`src/rtl/lcd_video_timing_src.sv`:
```
// lcd_video_timing_src: LCD timing generator that pulls RGB565 pixels from a latency-1 FIFO
module lcd_video_timing_src #(
    parameter int H_ACTIVE = 480,
    parameter int H_FP     = 2,
    parameter int H_SYNC   = 41,
    parameter int H_BP     = 2,
    parameter int V_ACTIVE = 272,
    parameter int V_FP     = 2,
    parameter int V_SYNC   = 10,
    parameter int V_BP     = 2,
    parameter bit HS_POL   = 1'b0,
    parameter bit VS_POL   = 1'b0
) (
    input  logic        clk,
    input  logic        rst,
    input  logic        i_en,
    input  logic [15:0] i_data,
    input  logic        i_empty,
    output logic        o_rd_req,
    output logic        o_hs,
    output logic        o_vs,
    output logic        o_de,
    output logic [11:0] o_x,
    output logic [11:0] o_y,
    output logic [15:0] o_data,
    output logic        o_frame_start,
    output logic        o_underflow
);
    localparam int H_TOTAL = H_SYNC + H_BP + H_ACTIVE + H_FP;
    localparam int V_TOTAL = V_SYNC + V_BP + V_ACTIVE + V_FP;
    localparam int H_ST    = H_SYNC + H_BP;
    localparam int V_ST    = V_SYNC + V_BP;

    logic [11:0] h_cnt, v_cnt, h_nxt, v_nxt;
    logic        h_wrap, act, nxt_act, origin, starved, set_uf;

    function automatic logic in_rng(input logic [11:0] c, input int lo, input int n);
        return int'(c) >= lo && int'(c) < lo + n;
    endfunction

    // next counter position and region decodes for the current and next position
    always_comb begin
        h_wrap  = h_cnt == 12'(H_TOTAL - 1);
        h_nxt   = h_wrap ? 12'd0 : h_cnt + 12'd1;
        v_nxt   = !h_wrap ? v_cnt : (v_cnt == 12'(V_TOTAL - 1) ? 12'd0 : v_cnt + 12'd1);
        act     = in_rng(h_cnt, H_ST, H_ACTIVE) && in_rng(v_cnt, V_ST, V_ACTIVE);
        nxt_act = in_rng(h_nxt, H_ST, H_ACTIVE) && in_rng(v_nxt, V_ST, V_ACTIVE);
        origin  = h_cnt == 12'd0 && v_cnt == 12'd0;
        set_uf  = o_rd_req && i_empty;
    end

    // counters plus outputs registered one clock behind them; read request looks one position ahead
    always_ff @(posedge clk) begin
        if (rst || !i_en) begin
            h_cnt         <= '0;
            v_cnt         <= '0;
            o_hs          <= ~HS_POL;
            o_vs          <= ~VS_POL;
            o_de          <= 1'b0;
            o_x           <= '0;
            o_y           <= '0;
            o_frame_start <= 1'b0;
            o_rd_req      <= 1'b0;
            starved       <= 1'b0;
            o_underflow   <= 1'b0;
        end else begin
            h_cnt         <= h_nxt;
            v_cnt         <= v_nxt;
            o_hs          <= in_rng(h_cnt, 0, H_SYNC) ? HS_POL : ~HS_POL;
            o_vs          <= in_rng(v_cnt, 0, V_SYNC) ? VS_POL : ~VS_POL;
            o_de          <= act;
            o_x           <= act ? h_cnt - 12'(H_ST) : 12'd0;
            o_y           <= act ? v_cnt - 12'(V_ST) : 12'd0;
            o_frame_start <= origin;
            o_rd_req      <= nxt_act;
            starved       <= set_uf;
            o_underflow   <= set_uf || (o_underflow && !origin);
        end
    end

    assign o_data = (o_de && !starved) ? i_data : 16'h0000;
endmodule
```
`config.mk`:
```
export PLATFORM = sky130hd
export DESIGN_NAME = lcd_video_timing_src
export DESIGN_NICKNAME = d
export VERILOG_FILES = /design/src/rtl/lcd_video_timing_src.sv
export SDC_FILE = /design/constraint.sdc
export NUM_CORES = 1
export LEC_CHECK = 0
export CORE_ASPECT_RATIO = 1.1
export CORE_UTILIZATION = 50
export CTS_CLUSTER_DIAMETER = 150
export DETAILED_ROUTE_END_ITERATION = 16
export PLACE_DENSITY = 0.79
export SLEW_MARGIN = 20
export SYNTH_ARGS = -nofsm -noshare
export SYNTH_HDL_FRONTEND = slang
export SYNTH_SLANG_ARGS = --single-unit
```
`constraint.sdc`:
```
create_clock -name clk -period 3.4 [get_ports clk]
set_clock_uncertainty 0.2 [all_clocks]
set_input_delay 0.68 -clock clk [delete_from_list [all_inputs] [get_ports clk]]
set_output_delay 0.68 -clock clk [all_outputs]
set_load 0.01 [all_outputs]
```
## Yosys cells after proc, flatten, opt, wreduce, memory -nomap -nowiden

Cells that the tools add are included.

| operators by class | value |
|---|---|
| order comparisons | 10 |
| bitwise operators | 1 |
| mux-type cells | 6 |
| equal/unequal tests | 2 |
| add/subtract/negate cells | 4 |
| reductions and logical operators | 18 |

Operators with widths:

| cell | number |
|---|---|
| 2-to-1 mux 12 bit | 3 |
| adder 12 x 1 -> 12 bit (second input constant) | 2 |
| greater-or-equal comparator 12 x 4 -> 1 bit (second input constant) | 2 |
| greater-or-equal comparator 12 x 6 -> 1 bit (second input constant) | 2 |
| zero test 12 bit | 2 |
| less-than comparator 12 x 10 -> 1 bit (second input constant) | 2 |
| less-than comparator 12 x 9 -> 1 bit (second input constant) | 2 |
| 2-to-1 mux 16 bit | 1 |
| == test 12 x 10 -> 1 bit (second input constant) | 1 |
| == test 12 x 9 -> 1 bit (second input constant) | 1 |
| less-than comparator 12 x 4 -> 1 bit (second input constant) | 1 |
| less-than comparator 12 x 6 -> 1 bit (second input constant) | 1 |
| subtractor 12 x 4 -> 12 bit (second input constant) | 1 |
| subtractor 12 x 6 -> 12 bit (second input constant) | 1 |
| logical AND 1 bit | 10 |
| zero test 1 bit | 3 |
| logical OR 1 bit | 2 |
| 2-to-1 mux 1 bit | 2 |
| OR reduction 2 bit | 1 |
| inverter 1 bit | 1 |

| storage, ports and cells | value |
|---|---|
| bits of input ports | 20 |
| logic and storage cells | 52 |
| output and inout bits | 46 |
| register bits after elaboration | 55 |

## Longest topological paths before layout

Gate-level depths: netlist of the first run.

| logic depth | value |
|---|---|
| word-level depth | 6 |
| depth in mapped cells | 10 |
| gate-level depth less buffers | 8 |

## Worst setup path before layout of the first run

OpenSTA, ideal clock, no wires.

| timing path | value |
|---|---|
| kind | register to register |
| start | reg h_cnt[0] |
| end | reg o_rd_req |
| path buffers | 2 |
| slack | 937 ps |
| clock period less this slack | 2,463 ps |
| arrival | 2,130 ps |
| cell stages (with the launch flop) | 11 |
| required time | 3,067 ps |
| setup time | 133 ps |
| cells stage by stage | dfxtp_1 -> clkbuf_1 -> inv_1 -> ha_1 -> or4b_1 -> nor3_2 -> buf_6 -> nand4_4 -> a211oi_1 -> a2bb2oi_1 -> a2111oi_2 |

| on the way | value |
|---|---|
| longest elaborated chain between the ends | 5 |
| elaborated cells between the ends (all ways) | 11 |
| classes of those cells | add/sub (1); order compare (4); eq/ne (1); mux (2); reduce/logical (3) |

RTL lines:

| element | line | source |
|---|---|---|
| start, declared | 34 | `logic [11:0] h_cnt, v_cnt, h_nxt, v_nxt;` |
| start signal, assigned | 67 | `h_cnt <= h_nxt;` |
| adder 12 x 1 -> 12 bit / == test 12 x 10 -> 1 bit (equally long branches) | 44, 43 |  |
| 2-to-1 mux 12 bit, on equally long branches | 44, 45 |  |
| greater-or-equal comparator 12 x 6 -> 1 bit, or another cell as far along | 38 | `return int'(c) >= lo && int'(c) < lo + n;` |
| logical AND 1 bit | 38 |  |
| logical AND 1 bit (*) | 47 | `nxt_act = in_rng(h_nxt, H_ST, H_ACTIVE) && in_rng(v_nxt, V_ST, V_ACTIVE);` |
| end signal, assigned | 75 | `o_rd_req <= nxt_act;` |
| end, declared | 19 | `output logic o_rd_req,` |

Mark *: on every way between the ends. The rest lies on a longest branch, timed or not.
A chain may end at the register's enable or synchronous reset.

## Worst setup path after layout of the first run

| timing path | value |
|---|---|
| start | reg o_de |
| end | out o_data[15] |

| on the way | value |
|---|---|
| longest elaborated chain between the ends | 2 |

RTL lines:

| element | line | source |
|---|---|---|
| start, declared | 22 | `output logic o_de,` |
| start signal, assigned | 71 | `o_de <= act;` |
| logical AND 1 bit | 81 | `assign o_data = (o_de && !starved) ? i_data : 16'h0000;` |
| 2-to-1 mux 16 bit | 81 |  |
| end, declared | 25 | `output logic [15:0] o_data,` |

No other way between the ends.

==> impl_metrics.csv, run 1 <==
group,metric,value,unit
grt,grt_use_total,0.235,
setup_path,worstSetupEndpointType,"primary output",
floorplanning,ioPinCount,66,
power_and_ir_drop,max-vdd-ir-drop,0.149,mV
detailed_routing,wl_per_cell,14.6,µm
yosys,yosys.area_share.simple,0.333,
finish,final_cells,476,
clock_network,cts_resized,0,
floorplanning,design.core.area,5500,µm²
yosys,syn_area,2930,µm²
yosys,yosys.area.top_type,"dfxtp_1",
floorplanning,fp-row-count,28,
setup_path,crit_type,"flip-flop to primary output",
clock_network,clockRootBuffer,"clkbuf_8",
timing,maxSlewHeadroom,0.396,
yosys,dominantRegCellSynth,"dfxtp_1",
yosys,synth_edf_count,0,
detailed_routing,drt_iter0_drc,220,
placed_design,io_buffers,65,
setup_path,critPathBufInv,1,
timing,fmax,344,MHz
yosys,synth_top_family_by_area,"simple AND/OR/NAND/NOR gates",
placed_design,place_ws,0.595,ns
finish,diodes,0,
yosys,postSynthAreaPerCell,8.46,µm²
setup_path,slowest_delay,0.61,ns
yosys,synthMuxAreaShare,0.00684,
finish,finalCoreUtilization,0.670,
detailed_routing,avgViaCountPerCell,5.63,
clock_network,insertion_delay,0.31,ns
grt,grt_max_degree,18,
timing,worstMarginPinSlew,0.902,ns
run_status,status,"finished, final reports clean",
grt,antenna_found_initial,0,
clock_network,cts_tree,"done",
yosys,syn_inst,346,
detailed_routing,drcViolationCount,0,
yosys,synth_most_common_cell,"dfxtp_1",
placed_design,place.gp.congestion,0.925,
timing,hold_viol_final,0,
timing,setup_tns,0,ns
finish,fin_nets,431,
finish,drive_above_1_share,0.0599,
yosys,synth_seq_cells,55,
setup_path,crit_fanout,16,
placed_design,placed_cells_incl_taps,468,
setup_path,crit_chain,"nor2b_1 > and2_1 > clkdlybuf4s50_1",
detailed_routing,dr.pass1.iters,4,
yosys,synthAdderAreaFrac,0.0470,
yosys,synth_cell_types,53,
detailed_routing,vias,2679,
yosys,yosysTopAreaCellShare,0.376,
clock_network,clk_transition_reported_paths,0.09,ns
yosys,synthTopCellsByArea,"dfxtp_1 (38%), nor2_1 (6.0%), xnor2_1 (5.1%)",
clock_network,postCtsHoldBufs,0,
run,drv_cap,0,
clock_network,htree_levels,2,
yosys,synth_commonest_cells,"dfxtp_1 (55), nor2_1 (47), nand2_1 (22)",
timing,drv_slew,0,
power_and_ir_drop,power_leakage,1.41,nW
grt,grt_overflow_total,0,
min_path,holdCritStartpoint,"o_underflow",
grt,grt_pass1_vias,2371,
floorplanning,initial_core_util,0.532,
yosys,ys_warn_count,0,
placed_design,hpwl,5120,µm
clock_network,cts_setup_buffers,0,
detailed_routing,routed_wl,6970,µm
yosys,synth_compound_area_frac,0.100,
setup_path,startpoint,"o_de",
yosys,seq_area_frac_synth,0.376,
min_path,hold_class,"flip-flop to flip-flop",
clock_network,cts_buffers,5,
timing,holdWs,0.311,ns
setup_path,r2r-start,"h_cnt[0]",
finish,multi_input_area,1680,µm²
grt,grt_pass1_wl,11100,µm
setup_path,critPathSlowestCell,"nor2b_1",
timing,rsz0062_at_grt,"false",
yosys,synthXorXnorAreaFrac,0.0838,
finish,regArea,1100,µm²
floorplanning,die_h,82.2,µm
setup_path,worst_ep_required_time,2.52,ns
setup_path,crit_arrival,2.02,ns
floorplanning,die_w,74.9,µm
clock_network,cts_sinks,55,
finish,areaGrowthSynthToFinish,25.9,%
setup_path,start_kind,"flip-flop",
finish,fillers,455,
timing,fin_crit_sh,0.854,
yosys,async_reset_ff_frac,0,
setup_path,cp_top_family,"simple AND/OR/NAND/NOR gates",
power_and_ir_drop,pwr_density_cell,294,nW/µm²
detailed_routing,ant_nets,0,
floorplanning,fp.dieArea,6160,µm²
timing,finalSetupViolations,0,
clock_network,clockBufferDepth,2,
timing,layout_min_cycle_time,2.90,ns
timing,timing.final.ws_setup,0.495,ns
layout make-up:
cell class | count | share of cell area
Multi-Input combinational cell | 260 | 0.456
Clock inverter | 2 | 0.00442
Clock buffer | 6 | 0.0224
Timing Repair Buffer | 68 | 0.183
Sequential cell | 55 | 0.299
Inverter | 10 | 0.0102
Tap cell | 75 | 0.0255
state kept, by name (all words and copies together), names as in the netlist, 12 cells and up:
name   cells
h_cnt     12
o_x       12
o_y       12
v_cnt     12
layer usage:
metal	wire, µm	GRT usage
met1	3020	0.303
met2	3130	0.391
met3	641	0.0364
met4	170	0.0925
met5	0	0
logic make-up after synthesis:
group / after synthesis
DFF: 55
other: 1
xor gates and xnor gates: 28
muxes: 2
and+or+nand+nor: 172
adders and majority gates: 11
AOI/OAI and AO/OA: 45
buffers and inverters: 32
worst register-to-register path, delay by kind of cell, from the launching register on:
family          cells  cell delay (ns)
simple gates        2             0.33
flops               1             0.41
buf+inv             1             0.19
fa+ha+maj           1             0.33
compound gates      3             1.32
stage by stage:
step,cell area (µm²),power (mW)
floorplan,2930,0.685
global placement,3580,0.718
detailed placement,3580,0.718
CTS,3680,1.09
global route,3680,1.12
finish,3680,1.08
final timing paths:
path              depth (start not counted)     endpoint  slack [ns]
setup / recovery                          3   o_data[15]        0.50
hold / removal                            1  o_underflow        0.31
setup reg to reg                          7       o_y[3]        0.52
hold reg to reg                           1  o_underflow        0.31
report_power, final:
group | switching [mW] | internal [mW]
logic | 0.0203 | 0.0312
registers | 0.00356 | 0.648
clock network | 0.212 | 0.167
placed cells by master, fill, tap and decap left out, types with 2 or more instances in the layout:
cell type,n
a211o_1,2
a211oi_1,2
a21oi_1,13
and2_1,19
and3_1,7
and4_1,7
buf_4,3
clkbuf_8,6
clkdlybuf4s50_1,65
conb_1,2
dfxtp_1,55
ha_1,11
inv_1,10
mux2i_1,2
nand2_1,22
nand2b_1,4
nand3_1,14
nand4_1,10
nor2_1,47
nor2b_1,4
nor3_1,9
nor3_2,2
nor3b_1,3
nor4_1,5
nor4b_1,2
o211ai_1,3
o21a_1,2
o21ai_0,11
or2_2,2
or3_1,5
or4_1,2
xnor2_1,17
xor2_1,11
No activity file was read; power rests on OpenSTA's default activity.
==> run 2, diff against run 1 <==
CORE_UTILIZATION = 30   (was 50)
CTS_CLUSTER_SIZE = 24   (was not set)
PLACE_DENSITY = not set   (was 0.79)
clock period = 2.4 ns   (was 3.4 ns; I/O delays follow)
==> run 2 against run 1 <==
Net effect:
- routed wire length rose by 18%
- combinational power rose by 93%
- global-route usage fell by 7.5 points
- largest cell class unchanged
==> impl_metrics.csv, run 2 (synthesis results as in run 1) <==
group,metric,value,unit
finish,multi_input_area,1770,µm²
clock_network,cts_tree,"done",
clock_network,clk_transition_reported_paths,0.10,ns
clock_network,clockRootBuffer,"clkbuf_8",
power_and_ir_drop,power_leakage,1.97,nW
finish,areaGrowthSynthToFinish,45.6,%
detailed_routing,ant_nets,0,
clock_network,cts_sinks,55,
floorplanning,die_w,96.2,µm
detailed_routing,drt_iter0_drc,268,
timing,rsz0062_at_grt,"true",
detailed_routing,routed_wl,8240,µm
min_path,hold_class,"flip-flop to flip-flop",
detailed_routing,wl_per_cell,14.6,µm
setup_path,start_kind,"flip-flop",
setup_path,startpoint,"h_cnt[1]",
finish,fin_area,4260,µm²
finish,fin_nets,477,
floorplanning,die_h,106,µm
timing,drv_slew,0,
grt,grt_pass1_wl,12500,µm
detailed_routing,drcViolationCount,0,
grt,grt_pass1_vias,2610,
finish,layout_commonest_cell,"clkdlybuf4s50_1",
timing,hold_viol_final,0,
placed_design,hpwl,6000,µm
setup_path,timing.rr.end,"o_rd_req",
detailed_routing,avgViaCountPerCell,5.09,
floorplanning,ioPinCount,66,
clock_network,cts_buffers,5,
floorplanning,design.core.area,9400,µm²
setup_path,worstSetupEndpoint,"o_rd_req",
setup_path,slowest_delay,0.51,ns
finish,diodes,0,
detailed_routing,dr.pass1.iters,4,
grt,grt_use_total,0.160,
floorplanning,fp.dieArea,10200,µm²
run,drv_cap,0,
setup_path,crit_arrival,2.38,ns
floorplanning,initial_core_util,0.311,
placed_design,place_ws,-0.0611,ns
detailed_routing,vias,2873,
setup_path,r2r_cells,8,
finish,regArea,1110,µm²
setup_path,rrSetupSlack,0.03,ns
setup_path,crit_fanout,3,
grt,grt_max_degree,17,
finish,drive_above_1_share,0.206,
power_and_ir_drop,pwr_density_cell,390,nW/µm²
floorplanning,fp-row-count,37,
timing,fin_crit_sh,0.988,
setup_path,worstSetupEndpointType,"flip-flop",
placed_design,placed_area,3940,µm²
clock_network,clockBufferDepth,2,
run_status,status,"finished, final reports clean",
timing,timing.final.ws_setup,0.0286,ns
grt,grt_overflow_total,0,
setup_path,worst_ep_required_time,2.41,ns
power_and_ir_drop,p_total,1.66,mW
min_path,holdPathStages,1,
grt,antenna_found_initial,0,
timing,fmax,422,MHz
timing,finalSetupViolations,0,
setup_path,critPathSlowestCell,"or4b_4",
clock_network,htree_levels,2,
finish,final_cell_mix,"clkdlybuf4s50_1 (49), dfxtp_1 (48), nor2_1 (47), buf_4 (47), nand2_1 (21)",
setup_path,crit_type,"flip-flop to flip-flop",
timing,setup_tns,0,ns
setup_path,crit_chain,"inv_2 > ha_4 > or4b_4 > nor4_2 > o32a_1 > nand2_1 > o311ai_4 > a2111oi_2",
clock_network,insertion_delay,0.32,ns
finish,fillers,893,
power_and_ir_drop,max-vdd-ir-drop,0.215,mV
setup_path,r2r-start,"h_cnt[1]",
placed_design,io_buffers,65,
placed_design,place.gp.congestion,0.965,
timing,layout_min_cycle_time,2.37,ns
run 2: cell count changes in the layout (fill, tap and decap cells not counted), sizes merged:
cell,previous run,this run
buf,3,48
clkinvlp,1,0
clkdlybuf4s15,0,1
clkdlybuf4s50,65,49
bufinv,0,1
dlymetal6s2s,0,16
run 2: power breakdown:
part           switching, mW  leakage [nW]  internal [mW]
sequential           0.00250         0.448          0.918
clock                  0.305        0.0612          0.338
combinational         0.0397          1.46         0.0600
run 2: worst max-delay path: cells and delay by family (launching register included):
| family | cells | cell delay, ns |
|---|---|---|
| buf+inv | 1 | 0.07 |
| simple gates | 3 | 0.92 |
| compound gates | 3 | 0.58 |
| fa+ha+maj | 1 | 0.14 |
| flops | 1 | 0.34 |
run 2: per-layer routing:
layer  wire length, µm  global-route usage  vias up
li1                  -                   -     1396
met1              3460               0.211     1347
met2              3930               0.253      119
met3               687              0.0267       11
met4               158              0.0693        0
met5                 0                   0        -
run 2: layout make-up:
class	count	area share
multi-input cells	260	0.416
flip-flops and latches	55	0.260
repair buffers	114	0.252
well taps	117	0.0344
clock buffers	6	0.0194
inverters	10	0.00881
clock inverters	2	0.00822
run 2: per-stage QoR:
step | instances | utilization | hold slack [ns]
finish | 564 | 0.453 | 0.305
global route | 564 | 0.453 | 0.330
CTS | 560 | 0.440 | 0.314
detailed placement | 548 | 0.419 | 0.291
global placement | 548 | 0.419 | 0.279
floorplan | 347 | - | 0.263
run 2: worst min-delay path by stage:
stage | startpoint | end | slack, ns
after floorplan | v_cnt[2] | o_y[2] | 0.26
after global placement | o_underflow | o_underflow | 0.28
after detailed placement | o_underflow | o_underflow | 0.29
after CTS | o_underflow | o_underflow | 0.31
after global routing | o_underflow | o_underflow | 0.33
final | o_underflow | o_underflow | 0.31
run 2: timing repair:
| item | 4_1_cts | 5_1_grt |
|---|---|---|
| pin swaps | 9 | 6 |
| gates resized for setup | 16 | 29 |
| setup buffers | 4 | 3 |
| cloned | 0 | 1 |
| hold buffers | 0 | 0 |
| endpoints found under the setup margin | 1 | 17 |
==> run 3, diff against run 2 <==
ABC_AREA = 0   (was not set)
RECOVER_POWER = 100   (was not set)
==> run 3 against run 2 <==
Net effect:
- worst hold slack got worse by 0.0053 ns
- register-to-register slack about the same
- non-clock buffer count unchanged
- count of clock-buffer cells in the layout unchanged
- fmax about the same
- flip-flop and latch count unchanged
- critical path type unchanged
- routed wire length decreased by 0.15%
- utilization unchanged
==> impl_metrics.csv, run 3 (synthesis results as in run 1) <==
group,metric,value,unit
power_and_ir_drop,power_leakage,2.06,nW
floorplanning,ioPinCount,66,
finish,drive_above_1_share,0.206,
setup_path,start_kind,"flip-flop",
clock_network,clockRootBuffer,"clkbuf_8",
run,drv_cap,0,
min_path,holdPathStages,1,
finish,finalCoreUtilization,0.453,
timing,fin_crit_sh,0.988,
clock_network,clockBufferDepth,2,
min_path,holdCritStartpoint,"o_underflow",
clock_network,cts_tree,"done",
floorplanning,fp.dieArea,10200,µm²
floorplanning,fp-row-count,37,
placed_design,io_buffers,65,
floorplanning,die_w,96.2,µm
detailed_routing,drcViolationCount,0,
detailed_routing,vias,2894,
setup_path,rrSetupSlack,0.03,ns
setup_path,crit_arrival,2.38,ns
timing,layout_min_cycle_time,2.37,ns
clock_network,htree_levels,2,
grt,grt_overflow_total,0,
detailed_routing,routed_wl,8230,µm
grt,grt_pass1_vias,2610,
detailed_routing,dr.pass1.iters,5,
placed_design,place.gp.congestion,0.965,
grt,grt_use_total,0.160,
setup_path,worstSetupEndpointType,"flip-flop",
clock_network,insertion_delay,0.32,ns
min_path,hold_class,"flip-flop to flip-flop",
clock_network,cts_sinks,55,
finish,fillers,893,
finish,fin_nets,477,
power_and_ir_drop,pwr_density_cell,390,nW/µm²
power_and_ir_drop,internal_power,1.31,mW
power_and_ir_drop,switchingPower,0.348,mW
timing,rsz0062_at_grt,"true",
clock_network,postCtsHoldBufs,0,
setup_path,r2r_cells,8,
power_and_ir_drop,pwr-share-comb,0.059,
detailed_routing,wl_per_cell,14.6,µm
placed_design,hpwl,6000,µm
grt,antenna_found_initial,0,
clock_network,clk_transition_reported_paths,0.10,ns
detailed_routing,avgViaCountPerCell,5.13,
floorplanning,die_h,106,µm
setup_path,worst_ep_required_time,2.41,ns
run_status,status,"finished, final reports clean",
timing,hold_viol_final,0,
grt,grt_max_degree,17,
power_and_ir_drop,seqPwrFrac,0.554,
detailed_routing,drt_iter0_drc,304,
timing,fmax,422,MHz
timing,finalSetupViolations,0,
setup_path,r2r-start,"h_cnt[1]",
finish,layout_commonest_cell,"dfxtp_1",
detailed_routing,ant_nets,0,
finish,areaGrowthSynthToFinish,45.6,%
power_and_ir_drop,p_clk_frac,0.387,
floorplanning,initial_core_util,0.311,
finish,final_cell_mix,"dfxtp_1 (48), nor2_1 (47), buf_4 (47)",
setup_path,crit_type,"flip-flop to flip-flop",
floorplanning,design.core.area,9400,µm²
power_and_ir_drop,max-vdd-ir-drop,0.214,mV
clock_network,cts_buffers,5,
power_and_ir_drop,sw_frac_of_total,0.209,
finish,diodes,0,
setup_path,crit_fanout,3,
grt,grt_pass1_wl,12500,µm
setup_path,timing.rr.end,"o_rd_req",
timing,drv_slew,0,
min_path,min_to,"o_underflow",
timing,holdWs,0.300,ns
run 3: cell types whose count changed in the layout (fill, tap and decap cells not counted):
| cell | previous run | this run |
|---|---|---|
| dlygate4sd3_1 | 0 | 31 |
| clkdlybuf4s50_1 | 49 | 18 |
run 3: metrics by stage:
step | power (mW) | cells | setup slack (ns) | instance area [µm²] | setup TNS [ns]
final | 1.66 | 564 | 0.0297 | 4260 | 0
after global routing | 1.72 | 564 | -0.0574 | 4260 | -0.0574
after CTS | 1.68 | 560 | 0.00653 | 4140 | 0
after detailed placement | 1.03 | 548 | -0.0611 | 3940 | -0.0611
after global placement | 1.03 | 548 | -0.00483 | 3940 | -0.00483
after floorplan | 0.971 | 347 | 0.00345 | 2940 | 0
run 3: area by class of cell:
type / count / area (µm²) / share of cell area
Inverter: 10 / 37.5 / 0.00881
Multi-Input combinational cell: 260 / 1770 / 0.416
Clock buffer: 6 / 82.6 / 0.0194
Tap cell: 117 / 146 / 0.0344
Sequential cell: 55 / 1110 / 0.260
Timing Repair Buffer: 114 / 1070 / 0.252
Clock inverter: 2 / 35.0 / 0.00822
run 3: critical path: stages (launching register included):
cell       delay, ns
dfxtp_2         0.34
inv_2           0.07
ha_4            0.14
or4b_4          0.51
nor4_2          0.30
o32a_1          0.23
nand2_1         0.11
o311ai_4        0.27
a2111oi_2       0.07
run 3: how the worst max path moves through the flow:
stage | from | endpoint | slack [ns] | depth (start not counted)
finish | h_cnt[1] | o_rd_req | 0.03 | 8
global route | h_cnt[1] | o_rd_req | -0.06 | 8
CTS | h_cnt[2] | o_rd_req | 0.007 | 6
detailed placement | h_cnt[0] | o_rd_req | -0.06 | 8
global placement | h_cnt[0] | o_rd_req | -0.005 | 9
floorplan | h_cnt[0] | o_rd_req | 0.003 | 10
run 3: power groups by stage:
stage	Combinational, mW	Clock (mW)	Sequential (mW)
floorplan	0.0268	0	0.944
global placement	0.0888	0	0.942
detailed placement	0.0894	0	0.942
CTS	0.0985	0.662	0.921
global route	0.106	0.694	0.922
finish	0.0980	0.644	0.921
run 3: timing repair:
action / 4_1_cts / 5_1_grt
resized for setup: 16 / 29
pin swaps: 9 / 6
endpoints found under the setup margin: 1 / 17
buffers inserted: 4 / 3
gates cloned: 0 / 1
run 3: per-layer routing:
| layer | vias to the layer above | routed length [µm] | GRT usage |
|---|---|---|---|
| li1 | 1397 | - | - |
| met1 | 1350 | 3530 | 0.211 |
| met2 | 132 | 3900 | 0.253 |
| met3 | 15 | 604 | 0.0267 |
| met4 | 0 | 187 | 0.0693 |
| met5 | - | 0 | 0 |
